### src/rtl/arcade_input_pkg.sv
// -----------------------------------------------------------------------------
// arcade_input_pkg
// Shared constants for the arcade input decoder: PS/2 scan codes, joystick bit
// positions, the default coin pulse length, the key-state index enum and the
// scan-code lookup used by the decoder.
// No ports (package).
// -----------------------------------------------------------------------------
package arcade_input_pkg;

  // 100 ms at 12 MHz
  localparam logic [23:0] COIN_MIN_DEFAULT = 24'd1_200_000;

  // Bit positions inside the 16-bit joystick words
  localparam int J_RIGHT  = 0;
  localparam int J_LEFT   = 1;
  localparam int J_DOWN   = 2;
  localparam int J_UP     = 3;
  localparam int J_FIRE   = 4;
  localparam int J_START1 = 5;
  localparam int J_START2 = 6;
  localparam int J_COIN   = 7;

  // Arrow keys are matched on the low byte only (bit 8 ignored)
  localparam logic [7:0] SC_UP    = 8'h75;
  localparam logic [7:0] SC_DOWN  = 8'h72;
  localparam logic [7:0] SC_LEFT  = 8'h6B;
  localparam logic [7:0] SC_RIGHT = 8'h74;

  // Everything else needs the full 9-bit code, extended flag included
  localparam logic [8:0] SC_SPACE    = 9'h029;
  localparam logic [8:0] SC_CTRL     = 9'h014;
  localparam logic [8:0] SC_F1       = 9'h005;
  localparam logic [8:0] SC_1        = 9'h016;
  localparam logic [8:0] SC_F2       = 9'h006;
  localparam logic [8:0] SC_2        = 9'h01E;
  localparam logic [8:0] SC_5        = 9'h02E;
  localparam logic [8:0] SC_6        = 9'h036;
  localparam logic [8:0] SC_P2_UP    = 9'h02D;
  localparam logic [8:0] SC_P2_DOWN  = 9'h02B;
  localparam logic [8:0] SC_P2_LEFT  = 9'h023;
  localparam logic [8:0] SC_P2_RIGHT = 9'h034;
  localparam logic [8:0] SC_P2_FIRE  = 9'h01C;

  localparam int NUM_KEYS = 16;

  // One key-state bit per entry; space and ctrl share KEY_FIRE
  typedef enum logic [3:0] {
    KEY_UP, KEY_DOWN, KEY_LEFT, KEY_RIGHT, KEY_FIRE,
    KEY_F1, KEY_1, KEY_F2, KEY_2, KEY_5, KEY_6,
    KEY_P2_UP, KEY_P2_DOWN, KEY_P2_LEFT, KEY_P2_RIGHT, KEY_P2_FIRE
  } key_id_t;

  typedef struct packed {
    logic    hit;
    key_id_t id;
  } key_lookup_t;

  function automatic key_lookup_t decode_scan(input logic [8:0] code);
    key_lookup_t r;
    r.hit = 1'b1;
    r.id  = KEY_UP;
    if (code[7:0] == SC_UP) begin
      r.id = KEY_UP;
    end else if (code[7:0] == SC_DOWN) begin
      r.id = KEY_DOWN;
    end else if (code[7:0] == SC_LEFT) begin
      r.id = KEY_LEFT;
    end else if (code[7:0] == SC_RIGHT) begin
      r.id = KEY_RIGHT;
    end else begin
      case (code)
        SC_SPACE, SC_CTRL: r.id = KEY_FIRE;
        SC_F1:             r.id = KEY_F1;
        SC_1:              r.id = KEY_1;
        SC_F2:             r.id = KEY_F2;
        SC_2:              r.id = KEY_2;
        SC_5:              r.id = KEY_5;
        SC_6:              r.id = KEY_6;
        SC_P2_UP:          r.id = KEY_P2_UP;
        SC_P2_DOWN:        r.id = KEY_P2_DOWN;
        SC_P2_LEFT:        r.id = KEY_P2_LEFT;
        SC_P2_RIGHT:       r.id = KEY_P2_RIGHT;
        SC_P2_FIRE:        r.id = KEY_P2_FIRE;
        default:           r.hit = 1'b0;
      endcase
    end
    return r;
  endfunction

endpackage

### src/rtl/arcade_input_decoder_if.sv
// -----------------------------------------------------------------------------
// arcade_input_decoder_if
// Bundles the decoder's input sources and decoded control outputs.
//   ps2_key[10:0]         : [10] toggle, [9] pressed, [8] extended, [7:0] code
//   joystick_0/1[15:0]    : [0] R [1] L [2] D [3] U [4] fire [5] st1 [6] st2 [7] coin
//   no_rotate             : 1 = horizontal-monitor remap of P1 directions
//   p1_*/p2_*, start1/2, coin1, key_event : decoded outputs, active-high
// master = input source side, slave = decoder side.
// -----------------------------------------------------------------------------
interface arcade_input_decoder_if;
  logic [10:0] ps2_key;
  logic [15:0] joystick_0;
  logic [15:0] joystick_1;
  logic        no_rotate;

  logic p1_up, p1_down, p1_left, p1_right, p1_fire;
  logic p2_up, p2_down, p2_left, p2_right, p2_fire;
  logic start1, start2, coin1;
  logic key_event;

  modport master (
    output ps2_key, joystick_0, joystick_1, no_rotate,
    input  p1_up, p1_down, p1_left, p1_right, p1_fire,
    input  p2_up, p2_down, p2_left, p2_right, p2_fire,
    input  start1, start2, coin1, key_event
  );

  modport slave (
    input  ps2_key, joystick_0, joystick_1, no_rotate,
    output p1_up, p1_down, p1_left, p1_right, p1_fire,
    output p2_up, p2_down, p2_left, p2_right, p2_fire,
    output start1, start2, coin1, key_event
  );
endinterface

### src/rtl/coin_stretch.sv
// -----------------------------------------------------------------------------
// coin_stretch
// Stretches a coin request to at least COIN_MIN cycles of coin output.
//   clk_sys : system clock        reset_n : synchronous active-low reset
//   req     : coin request (level) coin    : stretched coin, registered
// A rising edge of req while idle loads the counter; further edges while coin
// is high are ignored. coin stays high while the count is non-zero or req is
// still asserted.
// -----------------------------------------------------------------------------
module coin_stretch #(
  parameter logic [23:0] COIN_MIN = arcade_input_pkg::COIN_MIN_DEFAULT
) (
  input  logic clk_sys,
  input  logic reset_n,
  input  logic req,
  output logic coin
);

  logic [23:0] count_reg;
  logic [23:0] count_next;
  logic        req_reg;
  logic        coin_reg;

  // Saturating decrement; coin is decided on the post-decrement value so a
  // single-cycle request yields exactly COIN_MIN high cycles.
  assign count_next = (count_reg != 24'd0) ? (count_reg - 24'd1) : 24'd0;

  always_ff @(posedge clk_sys) begin
    if (!reset_n) begin
      count_reg <= 24'd0;
      req_reg   <= 1'b0;
      coin_reg  <= 1'b0;
    end else begin
      req_reg <= req;
      if (req && !req_reg && !coin_reg) begin
        count_reg <= COIN_MIN;
        coin_reg  <= 1'b1;
      end else begin
        count_reg <= count_next;
        coin_reg  <= (count_next != 24'd0) || req;
      end
    end
  end

  assign coin = coin_reg;

endmodule

### src/rtl/arcade_input_decoder.sv
// -----------------------------------------------------------------------------
// arcade_input_decoder
// Merges PS/2 keyboard events and two joystick words into registered arcade
// cabinet controls.
//   clk_sys : system clock (12 MHz)
//   reset_n : synchronous active-low reset
//   bus     : arcade_input_decoder_if.slave (ps2_key, joysticks, no_rotate in;
//             player controls, start1/2, coin1, key_event out)
// Key presses reach the outputs two edges after the toggle changes (state
// write, then output register); joystick inputs reach them after one edge.
// -----------------------------------------------------------------------------
module arcade_input_decoder
  import arcade_input_pkg::*;
#(
  parameter logic [23:0] COIN_MIN = COIN_MIN_DEFAULT
) (
  input  logic                   clk_sys,
  input  logic                   reset_n,
  arcade_input_decoder_if.slave  bus
);

  logic                toggle_reg;
  logic                ps2_event;
  key_lookup_t         lookup;
  logic [NUM_KEYS-1:0] key_state_reg;
  logic [NUM_KEYS-1:0] key_state_next;
  logic [15:0]         joy_all;
  logic                unused_joy_high;

  logic up_raw, down_raw, left_raw, right_raw;
  logic p1_up_next, p1_down_next, p1_left_next, p1_right_next;
  logic coin_req;
  logic coin_out;

  // Toggle copy follows ps2_key[10] even in reset, so releasing reset never
  // produces a spurious event.
  always_ff @(posedge clk_sys) begin
    toggle_reg <= bus.ps2_key[10];
  end

  assign ps2_event = bus.ps2_key[10] ^ toggle_reg;
  assign lookup    = decode_scan(bus.ps2_key[8:0]);

  generate
    for (genvar gi = 0; gi < NUM_KEYS; gi++) begin : g_key
      assign key_state_next[gi] =
        (ps2_event && lookup.hit && (int'(lookup.id) == gi)) ? bus.ps2_key[9]
                                                             : key_state_reg[gi];
    end
  endgenerate

  assign joy_all         = bus.joystick_0 | bus.joystick_1;
  assign unused_joy_high = ^joy_all[15:8];

  assign up_raw    = key_state_reg[KEY_UP]    | joy_all[J_UP];
  assign down_raw  = key_state_reg[KEY_DOWN]  | joy_all[J_DOWN];
  assign left_raw  = key_state_reg[KEY_LEFT]  | joy_all[J_LEFT];
  assign right_raw = key_state_reg[KEY_RIGHT] | joy_all[J_RIGHT];

  // Horizontal monitor: the cabinet is turned a quarter, so each physical
  // direction maps to the neighbouring logical one.
  assign p1_up_next    = bus.no_rotate ? left_raw  : up_raw;
  assign p1_down_next  = bus.no_rotate ? right_raw : down_raw;
  assign p1_left_next  = bus.no_rotate ? down_raw  : left_raw;
  assign p1_right_next = bus.no_rotate ? up_raw    : right_raw;

  assign coin_req = key_state_reg[KEY_5] | key_state_reg[KEY_6] | joy_all[J_COIN];

  always_ff @(posedge clk_sys) begin
    if (!reset_n) begin
      key_state_reg <= '0;
      bus.key_event <= 1'b0;
      bus.p1_up     <= 1'b0;
      bus.p1_down   <= 1'b0;
      bus.p1_left   <= 1'b0;
      bus.p1_right  <= 1'b0;
      bus.p1_fire   <= 1'b0;
      bus.p2_up     <= 1'b0;
      bus.p2_down   <= 1'b0;
      bus.p2_left   <= 1'b0;
      bus.p2_right  <= 1'b0;
      bus.p2_fire   <= 1'b0;
      bus.start1    <= 1'b0;
      bus.start2    <= 1'b0;
    end else begin
      key_state_reg <= key_state_next;
      bus.key_event <= ps2_event & lookup.hit;
      bus.p1_up     <= p1_up_next;
      bus.p1_down   <= p1_down_next;
      bus.p1_left   <= p1_left_next;
      bus.p1_right  <= p1_right_next;
      bus.p1_fire   <= key_state_reg[KEY_FIRE]     | joy_all[J_FIRE];
      bus.p2_up     <= key_state_reg[KEY_P2_UP]    | joy_all[J_UP];
      bus.p2_down   <= key_state_reg[KEY_P2_DOWN]  | joy_all[J_DOWN];
      bus.p2_left   <= key_state_reg[KEY_P2_LEFT]  | joy_all[J_LEFT];
      bus.p2_right  <= key_state_reg[KEY_P2_RIGHT] | joy_all[J_RIGHT];
      bus.p2_fire   <= key_state_reg[KEY_P2_FIRE]  | joy_all[J_FIRE];
      bus.start1    <= key_state_reg[KEY_F1] | key_state_reg[KEY_1] | joy_all[J_START1];
      bus.start2    <= key_state_reg[KEY_F2] | key_state_reg[KEY_2] | joy_all[J_START2];
    end
  end

  coin_stretch #(
    .COIN_MIN (COIN_MIN)
  ) u_coin_stretch (
    .clk_sys (clk_sys),
    .reset_n (reset_n),
    .req     (coin_req),
    .coin    (coin_out)
  );

  assign bus.coin1 = coin_out;

endmodule

### src/flat_wrapper.sv
// flat-port wrapper written by rule: the top's interface ports become plain ports
module arcade_input_decoder_flat import arcade_input_pkg::*;
#(
  parameter logic [23:0] COIN_MIN = COIN_MIN_DEFAULT
)
  (clk_sys, reset_n, bus_ps2_key, bus_joystick_0, bus_joystick_1, bus_no_rotate, bus_p1_up, bus_p1_down, bus_p1_left, bus_p1_right, bus_p1_fire, bus_p2_up, bus_p2_down, bus_p2_left, bus_p2_right, bus_p2_fire, bus_start1, bus_start2, bus_coin1, bus_key_event);
  arcade_input_decoder_if bus_i ();
  input  logic clk_sys;
  input  logic reset_n;
  input wire logic [$bits(bus_i.ps2_key)-1:0] bus_ps2_key;
  input wire logic [$bits(bus_i.joystick_0)-1:0] bus_joystick_0;
  input wire logic [$bits(bus_i.joystick_1)-1:0] bus_joystick_1;
  input wire logic [$bits(bus_i.no_rotate)-1:0] bus_no_rotate;
  output wire logic [$bits(bus_i.p1_up)-1:0] bus_p1_up;
  output wire logic [$bits(bus_i.p1_down)-1:0] bus_p1_down;
  output wire logic [$bits(bus_i.p1_left)-1:0] bus_p1_left;
  output wire logic [$bits(bus_i.p1_right)-1:0] bus_p1_right;
  output wire logic [$bits(bus_i.p1_fire)-1:0] bus_p1_fire;
  output wire logic [$bits(bus_i.p2_up)-1:0] bus_p2_up;
  output wire logic [$bits(bus_i.p2_down)-1:0] bus_p2_down;
  output wire logic [$bits(bus_i.p2_left)-1:0] bus_p2_left;
  output wire logic [$bits(bus_i.p2_right)-1:0] bus_p2_right;
  output wire logic [$bits(bus_i.p2_fire)-1:0] bus_p2_fire;
  output wire logic [$bits(bus_i.start1)-1:0] bus_start1;
  output wire logic [$bits(bus_i.start2)-1:0] bus_start2;
  output wire logic [$bits(bus_i.coin1)-1:0] bus_coin1;
  output wire logic [$bits(bus_i.key_event)-1:0] bus_key_event;
  assign bus_i.ps2_key = bus_ps2_key;
  assign bus_i.joystick_0 = bus_joystick_0;
  assign bus_i.joystick_1 = bus_joystick_1;
  assign bus_i.no_rotate = bus_no_rotate;
  assign bus_p1_up = bus_i.p1_up;
  assign bus_p1_down = bus_i.p1_down;
  assign bus_p1_left = bus_i.p1_left;
  assign bus_p1_right = bus_i.p1_right;
  assign bus_p1_fire = bus_i.p1_fire;
  assign bus_p2_up = bus_i.p2_up;
  assign bus_p2_down = bus_i.p2_down;
  assign bus_p2_left = bus_i.p2_left;
  assign bus_p2_right = bus_i.p2_right;
  assign bus_p2_fire = bus_i.p2_fire;
  assign bus_start1 = bus_i.start1;
  assign bus_start2 = bus_i.start2;
  assign bus_coin1 = bus_i.coin1;
  assign bus_key_event = bus_i.key_event;
  arcade_input_decoder #(.COIN_MIN(COIN_MIN)) u_core (.clk_sys(clk_sys), .reset_n(reset_n), .bus(bus_i));
endmodule
### config.mk
export PLATFORM = sky130hd
export DESIGN_NAME = arcade_input_decoder_flat
export DESIGN_NICKNAME = d
export VERILOG_FILES = /design/src/rtl/arcade_input_pkg.sv /design/src/rtl/arcade_input_decoder_if.sv /design/src/rtl/coin_stretch.sv /design/src/rtl/arcade_input_decoder.sv /design/src/flat_wrapper.sv
export SDC_FILE = /design/constraint.sdc
export NUM_CORES = 1
export LEC_CHECK = 0
export BUFFER_PORTS_ARGS = -buffer_cell sky130_fd_sc_hd__buf_4
export CAP_MARGIN = 20
export CORE_ASPECT_RATIO = 0.5
export CORE_UTILIZATION = 39
export CTS_BUF_LIST = sky130_fd_sc_hd__clkbuf_4 sky130_fd_sc_hd__clkbuf_8
export DETAILED_ROUTE_END_ITERATION = 8
export HOLD_SLACK_MARGIN = 0.08
export PLACE_DENSITY = 0.62
export SKIP_CTS_REPAIR_TIMING = 1
export SYNTH_ARGS = -nofsm -noshare
export SYNTH_HDL_FRONTEND = slang
export SYNTH_SLANG_ARGS = --single-unit
export TNS_END_PERCENT = 50
### constraint.sdc
create_clock -name clk_sys -period 3.85 [get_ports clk_sys]
set_input_delay 0.5775 -clock clk_sys [delete_from_list [all_inputs] [get_ports clk_sys]]
set_output_delay 0.5775 -clock clk_sys [all_outputs]
set_load 0.05 [all_outputs]
==> impl_results.md, run 1 <==
- Status: complete, no violations
- Worst EP required: 4.07 ns
- Num rows: 22
- Setup TNS: 0 ns
- Worst-path maximum fanout: 13
- CP max-delay cell: nor4b_1
- Power Dens Cells: between 500 and 600 nW/um2
- Unrepaired setup endpoints after global routing: false
- CTS tree: done
- Multi-input logic area: 1821 um2
- Final HPWL DP: roughly 5000 um
- Hold Fails Final Rpt: 0
- Bufs and invs on worst path: 1
- Cell breakdown of the critical path: inv_1, ha_1, nor4b_1, nand2_1, nor2_1, and2_1, or2_2, o21ba_2
- Total Routing Usage GR: 18.15%
- Nature of the critical path endpoint: flop
- Die area: 8230 um2
- Final worst path period share: between 60% and 70%
- Yosys cell types: 64
- Initial drt markers: 189
- Width of the chip: approximately 130 um
- Crit path DAT: about 2.9 ns
- # diodes: 0
- Max-cap violations: 0
- Worst slack at placement: around 1.2 ns
- Routability Congestion: between 0.8 and 0.9
- Skew-Pair Late Insertion Delay: roughly 0.32 ns
- Area Overhead vs Synth: 14.83%
- Slew margin rel.: between 30% and 40%
- Final WS setup: approximately 1.2 ns
- LEAKAGE: between 1 and 1.5 nW
- Finish-stage setup viols: 0
- Yosys reg bits: 56
- Max Slew Vio Count: 0
- Die H: between 60 and 70 um
- Congestion Overflow GR: 0
- Most frequent cells in the layout: dfxtp_1, nor2_1, buf_4, nand2_1, nor3_1
- Htree depth: 2
- Total clock sinks: 56
- Nets: between 400 and 500
- DRC Markers: 0
- Netlist Area Pre-Place: ~3100 um2
- Final ANT Viol Nets: 0
- Root buf cell: clkbuf_8
- Number of synthesized flops with an enable pin: 0
- Largest net degree at the start of global routing: 23
- Routed Wire Length: slightly above 7000 um
- Antenna violations before repair: 0
- Final Cell Area: about 3500 um2
- Hold crit path type: in -> reg
- Crit start category: flop
- Clk buf depth: 2
- Post-Syn Instances: 364
- Vias in the first global route: about 2.7k
- Commonest non-fill, non-tap cell in the layout: dfxtp_1
- Ys async rst share: 0%
- CP max stage delay: approximately 0.50 ns
- Storage element area: about 1100 um2
- Initial core utilization: 41.04%
- DR vias/cell: around 5.7
- Worst VDD drop: between 150 and 200 uV
- Max FFs per register: 24
- First-pass GRT wire length: approximately 12000 um
- Placed Area: 3422 um2
- Clock Skew: roughly 0.009 ns
- Syn Nets: 411
- WL per Instance: between 10 and 15 um
- Max Fclk: 379.2 MHz
- Total CTS buffers: 5
- Final core area utilization: 47.13%
- Input/output buffers: 43
- Total core area: 7460 um2
- Fraction of layout cells with a size suffix above 1: 16.79%
- Clk slew on worst S/H paths: roughly 0.11 ns
- Fill cell count: around 730
- Pre-antenna DRT Iters: 4
- Routed vias: ~2.8k
- CP delay by family, top: simple AND/OR/NAND/NOR gates
- Avg Inst Size Synth: 8.411 um2
- Primary FF master, synth: dfxtp_1
- Synthesis Warnings: 0
- Critical path class: reg -> reg
- # IOs: 60
- Sequential area share after synthesis: a little over a third
- Worst Tran Pin Value: roughly 1.0 ns
- Final min period: between 2 and 3 ns
==> metrics by stage <==
step	hold WS [ns]	total power, W	instances
finish	0.3653	0.001832	501
detailed placement	0.4617	0.001481	493
floorplan	0.4336	0.001321	364
global route	0.3560	0.001944	501
global placement	0.4508	0.001468	493
CTS	0.3652	0.001825	501
==> power breakdown <==
group	switching (W)	total, W	leakage (nW)	internal [W]
logic	0.000433	0.000732	0.831	0.000299
clock network	0.000207	0.000340	0.0452	0.000133
registers	0.000102	0.000760	0.460	0.000658
==> path summary, 6_finish.rpt <==
check                                      from                            endpoint  slack, ns  depth (start not counted)
max          u_core.u_coin_stretch.count_reg[0]  u_core.u_coin_stretch.count_reg[5]       1.21                          8
min                             bus_ps2_key[10]                   u_core.toggle_reg       0.37                          1
max reg2reg  u_core.u_coin_stretch.count_reg[0]  u_core.u_coin_stretch.count_reg[5]       1.21                          8
min reg2reg            u_core.key_state_reg[10]            u_core.key_state_reg[10]       0.47                          2
==> cells in the mapped netlist (3+ instances only) <==
master,number,share of area (%)
or3_1,4,0.82
nand4b_1,3,0.86
or2_2,5,1.0
o311ai_0,4,1.1
nand2_1,23,2.8
nor4_1,11,2.2
o21ai_0,13,2.1
o211ai_1,3,0.74
o41ai_1,8,2.3
nor4b_1,5,1.4
and3b_1,5,1.4
inv_1,4,0.49
clkbuf_1,13,1.6
o31ai_1,3,0.74
nand3b_1,7,1.7
nor3b_1,7,1.7
mux2i_1,13,4.2
dfxtp_1,56,37
nor2_1,49,6.0
buf_2,9,1.5
a21oi_1,10,1.6
nor3_1,19,3.1
nand3_1,4,0.65
nand4_1,8,1.6
nor4bb_1,3,0.98
xnor2_1,9,2.6
o21a_1,8,2.0
a211oi_1,6,1.5
nand2b_1,4,0.82
xor2_1,6,1.7
==> cell type report <==
cell class                      count  area share [%]
Multi-Input combinational cell    281           51.78
Sequential cell                    56           31.89
Timing Repair Buffer               44           9.395
Tap cell                          108           3.843
Clock buffer                        5           1.957
Clock inverter                      3          0.7117
Inverter                            4          0.4270
==> kinds of logic (layout without fill, tap and decap cells) <==
family	after synthesis	count (layout)	synth area share (%)
buffers and inverters	27	56	3.923
flip-flops	56	56	36.62
adder cells (fa/ha/maj)	1	1	0.4086
XOR/XNOR	15	15	4.291
AO/OA/AOI/OAI	77	77	18.51
multiplexers	13	13	4.250
AND/OR/NAND/NOR	175	175	32.00
==> routing by layer <==
| metal | vias up | global-route usage, % | part of all wire, % | wire length [um] |
|---|---|---|---|---|
| met2 | 72 | 32.86 | 46 | 3299 |
| met5 | - | 0 | 0 | 0 |
| met1 | 1321 | 21.75 | 48 | 3438 |
| met3 | 21 | 2.725 | 3.2 | 230 |
| li1 | 1424 | - | - | - |
| met4 | 0 | 7.440 | 2.4 | 172 |
Power figures use the tool's default switching activity.
==> run 2: changes to the inputs <==
- PLACE_DENSITY: 0.62 -> 0.64
- clock period: 3.85 -> 2.4 ns (I/O delays scaled with it)
==> impl_results.md, run 2 (synthesis results as in run 1) <==
- Unrepaired setup endpoints after global routing: false
- Placed Area: 3602 um2 (+5.3%)
- Top sig layer: met4
- Cell breakdown of the critical path: inv_1, ha_2, nor4b_1, buf_4, nand4_1, xor2_1, o2111ai_1, a2111oi_1, a311oi_1
- CP max-delay cell: a2111oi_1
- Hold Fails Final Rpt: 0 (unchanged)
- Final min period: 2.235 ns (-0.4028 ns)
- Setup TNS: 0 ns (unchanged)
- DRC Markers: 0 (unchanged)
- Max FFs per register: 24 (unchanged)
- Worst EP required: 2.57 ns (-1.50 ns)
- Antenna violations before repair: 0 (unchanged)
- Input/output buffers: 43 (unchanged)
- Worst VDD drop: 317.3 uV (+60%)
- Area Overhead vs Synth: 20.92%
- Root buf cell: clkbuf_8
- Num rows: 22 (unchanged)
- HP Start: bus_ps2_key[10]
- Final WS setup: 0.1654 ns (-1.047 ns)
- Total core area: 7460 um2 (unchanged)
- Total Routing Usage GR: 17.98% (-0.16 points)
- # diodes: 0 (unchanged)
- Max Slew Vio Count: 0 (unchanged)
- Final ANT Viol Nets: 0 (unchanged)
- Worst slack at placement: -0.06497 ns (-1.225 ns)
- CP max stage delay: 0.38 ns (-0.12 ns)
- Most frequent cells in the layout: buf_4, dfxtp_1, nor2_1, nand2_1, nor3_1
- Worst-path maximum fanout: 4 (-9)
- Slew margin rel.: 36.34% (+5.5 points)
- Initial core utilization: 41.04% (unchanged)
- Clock Skew: 0.004771 ns (-0.004124 ns)
- Critical path class: reg -> reg
- Crit path DAT: 2.41 ns (-0.45 ns)
- Final worst path period share: 93.11% (+25 points)
- Final Cell Area: 3702 um2 (+5.3%)
- Min-Delay Endpoint: u_core.toggle_reg
- Pre-antenna DRT Iters: 4 (unchanged)
- Initial drt markers: 152 (-20%)
- First-pass GRT wire length: 12080 um (-0.97%)
- Met1 WL: 3286 um (-4.4%)
- DR vias/cell: 5.510 (-2.7%)
- Commonest non-fill, non-tap cell in the layout: buf_4
- Clk buf depth: 2 (unchanged)
- Nature of the critical path endpoint: flop
- Total CTS buffers: 5 (unchanged)
- Hold crit path type: in -> reg
- Multi-input logic area: 1828 um2 (+0.41%)
- LEAKAGE: 1.452 nW (+8.7%)
- Hold Worst Slack: 0.1624 ns (-0.2029 ns)
- Fraction of layout cells with a size suffix above 1: 22.06% (+5.3 points)
- Die H: 64.65 um (unchanged)
- Largest net degree at the start of global routing: 23 (unchanged)
- Fill cell count: 716 (-1.5%)
- Status: complete, no violations
- Width of the chip: 127.3 um (unchanged)
- Final core area utilization: 49.63% (+2.5 points)
- Routed vias: 2893 (+1.9%)
- WL per Instance: 13.41 um (-5.9%)
- Finish-stage setup viols: 0 (unchanged)
- Max-cap violations: 0 (unchanged)
- FF-to-FF End: u_core.u_coin_stretch.coin
- DR WL met3: 257 um (+12%)
- CTS tree: done
- Worst hold stages: 1 (unchanged)
- # IOs: 60 (unchanged)
- Reg2Reg Depth: 9 (+1)
- Total clock sinks: 56 (unchanged)
- Clk slew on worst S/H paths: 0.10 ns (about the same)
- Max Fclk: 447.5 MHz (+18%)
- Worst Tran Pin Value: 0.9548 ns (-0.08191 ns)
- Crit start category: flop
- FF-to-FF setup slack: 0.17 ns (-1.05 ns)
- Congestion Overflow GR: 0 (unchanged)
- Skew-Pair Late Insertion Delay: 0.31 ns (about the same)
- Die area: 8230 um2 (unchanged)
- Routed Wire Length: 7039 um (-1.4%)
- Final HPWL DP: 5218 um (+3.7%)
- Power Dens Cells: 840.4 nW/um2 (+61%)
- Storage element area: 1121 um2 (unchanged)
- Routed wl met2: 3442 um (+4.3%)
- Vias in the first global route: 2700 (-0.84%)
- Routability Congestion: 0.8883 (+5.3%)
- R2R Path Start: u_core.u_coin_stretch.count_reg[1]
- Nets: 463 (+5.5%)
- Htree depth: 2 (unchanged)
## run 2: cell types whose count changed in the layout (fill, tap and decap cells not counted), sizes merged
| cell | delta |
|---|---|
| buf | +24 |
| clkbuf | +1 |
| clkinv | +1 |
| inv | -2 |
## run 2: metrics by stage
stage	cells	total power, W
final	525	0.003112
after global routing	525	0.003333
after CTS	525	0.003096
after detailed placement	517	0.002557
after global placement	517	0.002538
after floorplan	364	0.002119
## run 2: area by class of cell
type                    instances  area share (%)
repair buffers                 68           13.79
multi-input cells             281           49.37
flip-flops and latches         56           30.28
well taps                     108           3.650
inverters                       4          0.4055
clock inverters                 2          0.4393
clock buffers                   6           2.062
## run 2: worst max path at each step
stage	startpoint	endpoint	slack (ns)	cells past startpoint
2_1_floorplan	u_core.u_coin_stretch.count_reg[0]	u_core.u_coin_stretch.count_reg[20]	0.21	8
3_3_place_gp	bus_ps2_key[0]	u_core.key_state_reg[4]	0.03	7
3_5_place_dp	bus_ps2_key[0]	u_core.key_state_reg[3]	-0.06	8
4_1_cts	u_core.u_coin_stretch.count_reg[1]	u_core.u_coin_stretch.coin	0.07	8
5_1_grt	u_core.u_coin_stretch.count_reg[0]	u_core.u_coin_stretch.count_reg[20]	0.002	8
6_report	u_core.u_coin_stretch.count_reg[1]	u_core.u_coin_stretch.coin	0.17	9
## run 2: worst max-delay path, delay by kind of cell, from the launching register on
family	cells	cell delay, ns
AO/OA/AOI/OAI	3	0.68
XOR/XNOR	1	0.25
adder cells (fa/ha/maj)	1	0.20
buffers and inverters	2	0.24
flip-flops	1	0.33
AND/OR/NAND/NOR	2	0.39
## run 2: report_power, final
group | switching [W] | leakage, nW | total, W | internal, W
combinational | 0.000721 | 0.947 | 0.00136 | 0.000640
clock | 0.000317 | 0.0448 | 0.000537 | 0.000220
sequential | 0.000158 | 0.460 | 0.00121 | 0.00106
total | 0.00120 | 1.45 | 0.00311 | 0.00191
## run 2: per-layer routing
metal  global-route usage (%)  vias up
met5                        0        -
met4                    4.613        0
met3                    3.716        4
met2                    32.99       50
met1                    21.55     1375
li1                         -     1464
==> run 3: changes to the inputs <==
- CORE_UTILIZATION: 39 -> 35
- PLACE_DENSITY: 0.64 -> 0.59
==> impl_results.md, run 3 (synthesis results as in run 1) <==
- Htree depth: 2 (unchanged)
- Clk buf depth: 2 (unchanged)
- Num rows: 23 (+4.5%)
- First-pass GRT wire length: 12480 um (+3.3%)
- Clock Skew: 0.005483 ns (+0.0007122 ns)
- Max-cap violations: 0 (unchanged)
- CP max-delay cell: or4b_4
- Placed Area: 3630 um2 (+0.76%)
- Unrepaired setup endpoints after global routing: false
- Non-Filler Instances: 532 (+1.3%)
- Hold crit path type: in -> reg
- Finish-stage setup viols: 0 (unchanged)
- Bufs and invs on worst path: 1 (-1)
- CP delay by family, top: simple AND/OR/NAND/NOR gates
- Critical path class: reg -> reg
- Initial drt markers: 171 (+13%)
- LEAKAGE: 1.483 nW (+2.1%)
- Routed Wire Length: 7588 um (+7.8%)
- Routed vias: 2831 (-2.1%)
- Final worst path period share: 93.37% (+0.27 points)
- Hold Fails Final Rpt: 0 (unchanged)
- Fraction of layout cells with a size suffix above 1: 23.10% (+1.0 points)
- Antenna violations before repair: 0 (unchanged)
- Max Fclk: 446.2 MHz (-0.28%)
- Skew-Pair Late Insertion Delay: 0.31 ns (about the same)
- Final Cell Area: 3762 um2 (+1.6%)
- Max Slew Vio Count: 0 (unchanged)
- Initial core utilization: 37.20% (-3.8 points)
- Root buf cell: clkbuf_8
- Power Dens Cells: 866.1 nW/um2 (+3.1%)
- Total CTS buffers: 5 (unchanged)
- DRC Markers: 0 (unchanged)
- Width of the chip: 134.3 um (+5.5%)
- Input/output buffers: 43 (unchanged)
- Routability Congestion: 0.8749 (-1.5%)
- Nature of the critical path endpoint: flop
- Total clock sinks: 56 (unchanged)
- Vias in the first global route: 2715 (+0.56%)
- Clk slew on worst S/H paths: 0.10 ns (about the same)
- Pre-antenna DRT Iters: 5 (+1)
- Worst Tran Pin Value: 0.9675 ns (+0.01270 ns)
- Congestion Overflow GR: 0 (unchanged)
- Max FFs per register: 24 (unchanged)
- Worst EP required: 2.57 ns (about the same)
- Pwr Total: 0.003258 W (+4.7%)
- FF-to-FF setup slack: 0.16 ns (about the same)
- Die H: 68.14 um (+5.4%)
- Cell breakdown of the critical path: inv_1, ha_2, or4b_4, nor2_2, nand3_1, or4_1, mux2i_1, a21oi_1
- Slew margin rel.: 35.50% (-0.85 points)
- # diodes: 0 (unchanged)
- Die area: 9148 um2 (+11%)
- Crit start category: flop
- Worst-path maximum fanout: 4 (unchanged)
- # IOs: 60 (unchanged)
- Final HPWL DP: 5642 um (+8.1%)
- Total core area: 8230 um2 (+10%)
- Total Routing Usage GR: 17.04% (-0.94 points)
- Area Overhead vs Synth: 22.89%
- Final WS setup: 0.1590 ns (-0.006371 ns)
- Commonest non-fill, non-tap cell in the layout: buf_4
- Most frequent cells in the layout: buf_4, dfxtp_1, nor2_1, nand2_1, nor3_1
- CP max stage delay: 0.51 ns (+0.13 ns)
- WL per Instance: 14.26 um (+6.4%)
- Nets: 466 (+0.65%)
- CTS tree: done
- Fill cell count: 828 (+16%)
- Largest net degree at the start of global routing: 23 (unchanged)
- Crit path DAT: 2.41 ns (about the same)
- Final ANT Viol Nets: 0 (unchanged)
- DR vias/cell: 5.321 (-3.4%)
- Final min period: 2.241 ns (+0.006371 ns)
- Inst Count DP: 524 (+1.4%)
- Status: complete, no violations
- Worst VDD drop: 335.8 uV (+5.9%)
- Worst slack at placement: -0.01626 ns (+0.04871 ns)
-- run 3: cell types whose count changed in the layout (fill, tap and decap cells not counted), sizes merged --
| cell | before | now |
|---|---|---|
| inv | 4 | 5 |
| clkinv | 1 | 0 |
| buf | 68 | 71 |
| clkinvlp | 1 | 0 |
| bufinv | 0 | 1 |
-- run 3: report_power, final --
| part | internal, W | switching, W |
|---|---|---|
| registers | 0.00106 | 0.000162 |
| clock network | 0.000328 | 0.000321 |
| logic | 0.000654 | 0.000740 |
-- run 3: final timing paths --
| kind | startpoint | end | cells past startpoint |
|---|---|---|---|
| worst max-delay path | u_core.u_coin_stretch.count_reg[1] | u_core.u_coin_stretch.count_reg[20] | 8 |
| worst max register to register | u_core.u_coin_stretch.count_reg[1] | u_core.u_coin_stretch.count_reg[20] | 8 |
| worst min-delay path | bus_ps2_key[10] | u_core.toggle_reg | 1 |
| worst min register to register | u_core.key_state_reg[8] | u_core.key_state_reg[8] | 2 |
-- run 3: cell type report --
type	count	area [um2]	area share (%)
multi-input combinational	281	1838	48.85
sequential	56	1121	29.80
timing repair buffer	71	533.0	14.17
tap	112	140.1	3.725
clock buffer	6	76.32	2.029
clock inverter	2	38.79	1.031
inverter	4	15.01	0.3991
-- run 3: metal layers --
metal / share of wire [%] / routed length [um] / vias up / track usage [%]
met5: 0 / 0 / - / 0
met1: 47 / 3570 / 1290 / 20.65
li1: - / - / 1468 / -
met2: 48 / 3638 / 65 / 31.74
met4: 1.0 / 79 / 0 / 4.635
met3: 3.9 / 299 / 8 / 3.037
-- run 3: metrics by stage --
step	setup TNS (ns)	hold slack, ns	util [%]
after floorplan	0	0.3877	-
after detailed placement	-0.02897	0.4536	44.10
final	0	0.1687	45.71
after global routing	0	0.1597	45.71
after global placement	-0.001999	0.4500	44.10
after CTS	-0.02083	0.1658	45.50
